File: src/rtl/bit_serial_adder_if.sv
// Start/busy/done handshake and operand/result bus for the bit-serial adder.
// The master drives the request and operands; the slave (the adder) returns status and the result.
interface bit_serial_adder_if #(
  parameter int W = 8
);
  logic         start;
  logic [W-1:0] a;
  logic [W-1:0] b;
  logic         cin;
  logic         busy;
  logic         done;
  logic [W-1:0] sum;
  logic         cout;

  modport master (
    output start, a, b, cin,
    input  busy, done, sum, cout
  );

  modport slave (
    input  start, a, b, cin,
    output busy, done, sum, cout
  );
endinterface

File: src/rtl/bit_serial_adder.sv
// W-bit adder using one full-adder cell, one result bit per clock, LSB first.
// Handshake: start is accepted at an edge when busy=0 (IDLE or DONE); done pulses one cycle with sum/cout.
module bit_serial_adder #(
  parameter int W = 8
) (
   input  logic              clk,
   input  logic              rst,
   bit_serial_adder_if.slave bus,
   output logic [1:0]        dbg_state
);

   localparam int CW = (W > 1) ? $clog2(W) : 1;

   typedef enum logic [1:0] {
      IDLE  = 2'd0,
      SHIFT = 2'd1,
      DONE  = 2'd2
   } state_t;

   state_t        state;
   logic [W-1:0]  a_sr;
   logic [W-1:0]  b_sr;
   logic [W-1:0]  psum;
   logic [W-1:0]  psum_next;
   logic          carry;
   logic          s_bit;
   logic          c_next;
   logic [CW-1:0] cnt;
   logic          last_bit;

   // Full-adder cell; each new sum bit enters at the MSB so bit 0 lands at position 0 after W shifts.
   always_comb begin
      s_bit           = a_sr[0] ^ b_sr[0] ^ carry;
      c_next          = (a_sr[0] & b_sr[0]) | (a_sr[0] & carry) | (b_sr[0] & carry);
      psum_next       = psum >> 1;
      psum_next[W-1]  = s_bit;
      last_bit        = (cnt == CW'(W - 1));
   end

   always_ff @(posedge clk or posedge rst) begin
      if (rst) begin
         state    <= IDLE;
         a_sr     <= '0;
         b_sr     <= '0;
         psum     <= '0;
         carry    <= 1'b0;
         cnt      <= '0;
         bus.busy <= 1'b0;
         bus.done <= 1'b0;
         bus.sum  <= '0;
         bus.cout <= 1'b0;
      end else begin
         case (state)
            IDLE, DONE: begin
               bus.done <= 1'b0;
               if (bus.start) begin
                  a_sr     <= bus.a;
                  b_sr     <= bus.b;
                  carry    <= bus.cin;
                  psum     <= '0;
                  cnt      <= '0;
                  bus.busy <= 1'b1;
                  state    <= SHIFT;
               end else begin
                  state    <= IDLE;
               end
            end
            SHIFT: begin
               a_sr  <= a_sr >> 1;
               b_sr  <= b_sr >> 1;
               psum  <= psum_next;
               carry <= c_next;
               cnt   <= cnt + CW'(1);
               // start is deliberately not looked at here: an in-flight addition cannot be replaced.
               if (last_bit) begin
                  bus.sum  <= psum_next;
                  bus.cout <= c_next;
                  bus.busy <= 1'b0;
                  bus.done <= 1'b1;
                  state    <= DONE;
               end
            end
            default: begin
               bus.busy <= 1'b0;
               bus.done <= 1'b0;
               state    <= IDLE;
            end
         endcase
      end
   end

   assign dbg_state = state;

endmodule

File: src/flat_wrapper.sv
// flat-port wrapper written by rule: the top's interface ports become plain ports
module bit_serial_adder_flat 
#(
  parameter int W = 8
)
  (clk, rst, dbg_state, bus_start, bus_a, bus_b, bus_cin, bus_busy, bus_done, bus_sum, bus_cout);
  bit_serial_adder_if #(.W(W)) bus_i ();
  input  logic clk;
  input  logic rst;
  output logic [1:0] dbg_state;
  input wire logic [$bits(bus_i.start)-1:0] bus_start;
  input wire logic [$bits(bus_i.a)-1:0] bus_a;
  input wire logic [$bits(bus_i.b)-1:0] bus_b;
  input wire logic [$bits(bus_i.cin)-1:0] bus_cin;
  output wire logic [$bits(bus_i.busy)-1:0] bus_busy;
  output wire logic [$bits(bus_i.done)-1:0] bus_done;
  output wire logic [$bits(bus_i.sum)-1:0] bus_sum;
  output wire logic [$bits(bus_i.cout)-1:0] bus_cout;
  assign bus_i.start = bus_start;
  assign bus_i.a = bus_a;
  assign bus_i.b = bus_b;
  assign bus_i.cin = bus_cin;
  assign bus_busy = bus_i.busy;
  assign bus_done = bus_i.done;
  assign bus_sum = bus_i.sum;
  assign bus_cout = bus_i.cout;
  bit_serial_adder #(.W(W)) u_core (.clk(clk), .rst(rst), .bus(bus_i), .dbg_state(dbg_state));
endmodule
File: config.mk
export PLATFORM = sky130hd
export DESIGN_NAME = bit_serial_adder_flat
export DESIGN_NICKNAME = d
export VERILOG_FILES = /design/src/rtl/bit_serial_adder_if.sv /design/src/rtl/bit_serial_adder.sv /design/src/flat_wrapper.sv
export SDC_FILE = /design/constraint.sdc
export NUM_CORES = 1
export LEC_CHECK = 0
export CAP_MARGIN = 20
export CORE_UTILIZATION = 46
export DETAILED_ROUTE_END_ITERATION = 16
export HOLD_SLACK_MARGIN = 0.15
export PLACE_DENSITY = 0.75
export SLEW_MARGIN = 20
export SYNTH_ARGS = -nofsm -noshare
export SYNTH_HDL_FRONTEND = slang
export SYNTH_SLANG_ARGS = --single-unit
File: constraint.sdc
create_clock -name clk -period 1.5 [get_ports clk]
set_input_delay 0.225 -clock clk [delete_from_list [all_inputs] [get_ports clk]]
set_output_delay 0.225 -clock clk [all_outputs]
set_load 0.05 [all_outputs]
==> impl_results.md <==
* Vias in the first global route at 1309
* Crit-path max cell delay at 0.40 ns
* Pleak at 1.03 nW
* Port Buffers at 32
* Filler cells at 287
* Slew headroom at 0.756
* # hold bufs at CTS at 0
* Sw frac at 0.382
* Internal power at 3.30 mW
* Status: finished, final reports clean
* Critical Path Start Type: flip-flop
* Clock Latency Late Sink at 0.29 ns
* Vias per cell at 5.47
* Max frequency at 673 MHz
* Gate power share at 0.454
* PwrDens at 2300 nW/um2
* Hold Fails Final Rpt at 0
* Gpl congestion at 0.742
* Routed wire length at 3.43 mm
* Post-detail-place hpwl at 2.36 mm
* Clk buf depth at 2
* Seq pwr share at 0.352
* Synth-to-Final Area Change at 32.1%
* Final ANT Viol Nets at 0
* First-pass GRT wire length at 6.00 mm
* Path depth of the worst reg2reg path at 4
* Final Skew at 0.00493 ns
* Number of DRC markers in iteration 0 at 59
* Largest net degree at the start of global routing at 40
* Min cycle time layout at 1.49 ns
* CORE AREA at 3660 um2
* Slew Viols, Final at 0
* Top FF cell, synth: dfrtp_1
* Final Net Count at 204
* Post-synth EDFFs at 0
* Antenna violations before repair at 0
* CTS Root Cell: clkbuf_8
* Post-synth top area cell: dfrtp_1
* Final Instance Count excl. Fillers at 230
* P_sw at 2.04 mW
* Num ports at 33
* Reg-to-reg endpoint: u_core.cnt[2]$_DFFE_PP0P_
* Synth unique cells at 26
* CP Cell Sequence: ha_2, ha_1, mux2_1, a22o_1
* Setup violators final at 0
* Critical path class: flip-flop to flip-flop
* Critical-path top delay cell: dfrtp_1
* Routed via count at 1257
* Setup TNS at 0 ns
* WL/cell at 14.9 um
* Cts bufs inserted at 5
* Detailed Routing Iterations Pass 1 at 5
* Initial Utilization at 0.480
* GRT overflow at 0
* Least-Margin Pin Slew at 0.366 ns
* Critical path required time at 1.68 ns
* Tcrit/Tclk final at 0.990
* Clock sinks at 39
* CTS tree: yes
* FP Rows at 22
* Crit path arrival time at 1.66 ns
* Hold crit path type: input pin to async pin
* DP Cell Count at 221
* Layout cell share with drive strength beyond 1 at 0.253
* Synth top area share at 0.556
* Avg Cell Area, Syn at 12.2 um2
* Ranking of synthesized cells by area: dfrtp_1 (56%), mux2_4 (7.7%), mux2i_1 (5.1%)
* Worst-path maximum fanout at 2
* Syn nets at 167
* Worst-path clk slew at 0.07 ns
* Syn Inst Count at 144
* Gr usage total at 0.190
* Maxcap violations at 0
* RSZ-0062 raised after global routing: no
* Die H at 63.8 um
* Reg-to-reg setup timing slack at 0.01 ns
* Post-synthesis sequential area ratio at 0.556
* Remaining DRCs at 0
* Crit. End Element: flip-flop
* Diode count at 0
* Synth Register Bits at 39
* Clock power share at 0.194
* Die X at 63.8 um
* R2R Path Start: u_core.cnt[1]$_DFFE_PP0P_
* Post-synthesis async set-or-reset flop share at 1.00
* Post-Syn Area at 1760 um2
* Yosys warns at 0
* Max VDD drop at 0.00114 V
* H-tree depth at 2
* Hold Slack at 0.294 ns
* Die ar. at 4070 um2
-- power groups by stage --
stage	clock (mW)	combinational (mW)	sequential, mW
after floorplan	0	1.28	2.30
after global placement	0	2.31	1.86
after detailed placement	0	2.40	1.90
after CTS	1.06	2.44	1.88
after global routing	1.11	2.62	1.94
final	1.04	2.42	1.88
-- final cells by class --
class                      instances  area (um2)  area share
clock buffer                       5        68.8      0.0297
clock inverter                     3        67.6      0.0291
inverter                           2        7.51     0.00324
multi-input combinational         92         719       0.310
sequential                        39         978       0.422
tap                               48        60.1      0.0259
timing repair buffer              41         418       0.180
-- per-stage QoR --
| step | cell area, um2 | power (mW) | utilization | setup WS, ns |
|---|---|---|---|---|
| global placement | 2170 | 4.17 | 0.593 | 0.0332 |
| finish | 2320 | 5.34 | 0.634 | 0.0146 |
| detailed placement | 2170 | 4.30 | 0.593 | -0.000706 |
| floorplan | 1760 | 3.59 | - | 0.0331 |
| global route | 2320 | 5.66 | 0.634 | 0.000980 |
| CTS | 2310 | 5.37 | 0.632 | 0.00460 |
-- synthesized netlist by cell type, types with 2 or more instances --
library cell,instances
mux2i_1,9
mux2_4,9
o21ai_1,4
a211oi_1,8
nor2_1,8
clkbuf_1,4
buf_2,5
nand2_1,2
nand2b_1,2
dfrtp_1,39
nor3_1,7
a22o_1,10
nand3_1,2
o22ai_1,7
ha_1,2
nor2b_1,9
a21oi_1,8
-- cell families after synthesis --
logic type	count (synthesis)	synth area share
AND/OR/NAND/NOR	33	0.103
adder cells (fa/ha/maj)	3	0.0256
buffers and inverters	13	0.0377
AO/OA/AOI/OAI	37	0.143
flip-flops	39	0.556
multiplexers	19	0.135
-- layer usage --
layer / up-vias / part of all wire / GRT usage
li1: 592 / - / -
met1: 631 / 0.43 / 0.249
met2: 32 / 0.52 / 0.309
met3: 2 / 0.040 / 0.0500
met4: 0 / 0.0041 / 0.0597
met5: - / 0 / 0
-- placed cells by master (no fill, tap or decap), types with 7 or more instances in the layout --
cell	Yosys	final
a211oi_1	8	8
a21oi_1	8	8
a22o_1	10	10
buf_4	1	17
clkdlybuf4s50_1	0	19
dfrtp_1	39	37
mux2_4	9	9
mux2i_1	9	9
nor2_1	8	8
nor2b_1	9	9
nor3_1	7	7
o22ai_1	7	7
-- critical path: cells and delay by family, from the launching register on --
family,cells,cell delay (ns)
AOI/OAI and AO/OA,1,0.24
adders and majority gates,2,0.44
DFF,1,0.40
muxes,1,0.30
-- state kept, by name, indices dropped and copies added, names as in the netlist --
name	cells
u_core.bus.sum	8
u_core.bus.busy	1
u_core.cnt	3
u_core.b_sr	8
u_core.psum	7
u_core.bus.cout	1
u_core.dbg_state	2
u_core.carry	1
u_core.a_sr	8
-- what timing repair did --
action,4_1_cts,5_1_grt
pin swaps,0,0
endpoints found under the setup margin,1,9
gates resized for setup,0,2
setup buffers,1,0
-- how the worst max path moves through the flow --
| stage | from | to | slack (ns) |
|---|---|---|---|
| after floorplan | u_core.dbg_state[1]$_DFFE_PP0P_ | u_core.bus.sum[7]$_DFFE_PP0P_ | 0.03 |
| after global placement | bus_start | u_core.b_sr[5]$_DFFE_PP0P_ | 0.03 |
| after detailed placement | u_core.cnt[0]$_DFFE_PP0P_ | u_core.cnt[2]$_DFFE_PP0P_ | -0.0007 |
| after CTS | u_core.cnt[0]$_DFFE_PP0P_ | u_core.cnt[2]$_DFFE_PP0P_ | 0.005 |
| after global routing | u_core.cnt[0]$_DFFE_PP0P_ | u_core.cnt[2]$_DFFE_PP0P_ | 0.001 |
| final | u_core.cnt[1]$_DFFE_PP0P_ | u_core.cnt[2]$_DFFE_PP0P_ | 0.01 |
Power figures use the tool's default switching activity.
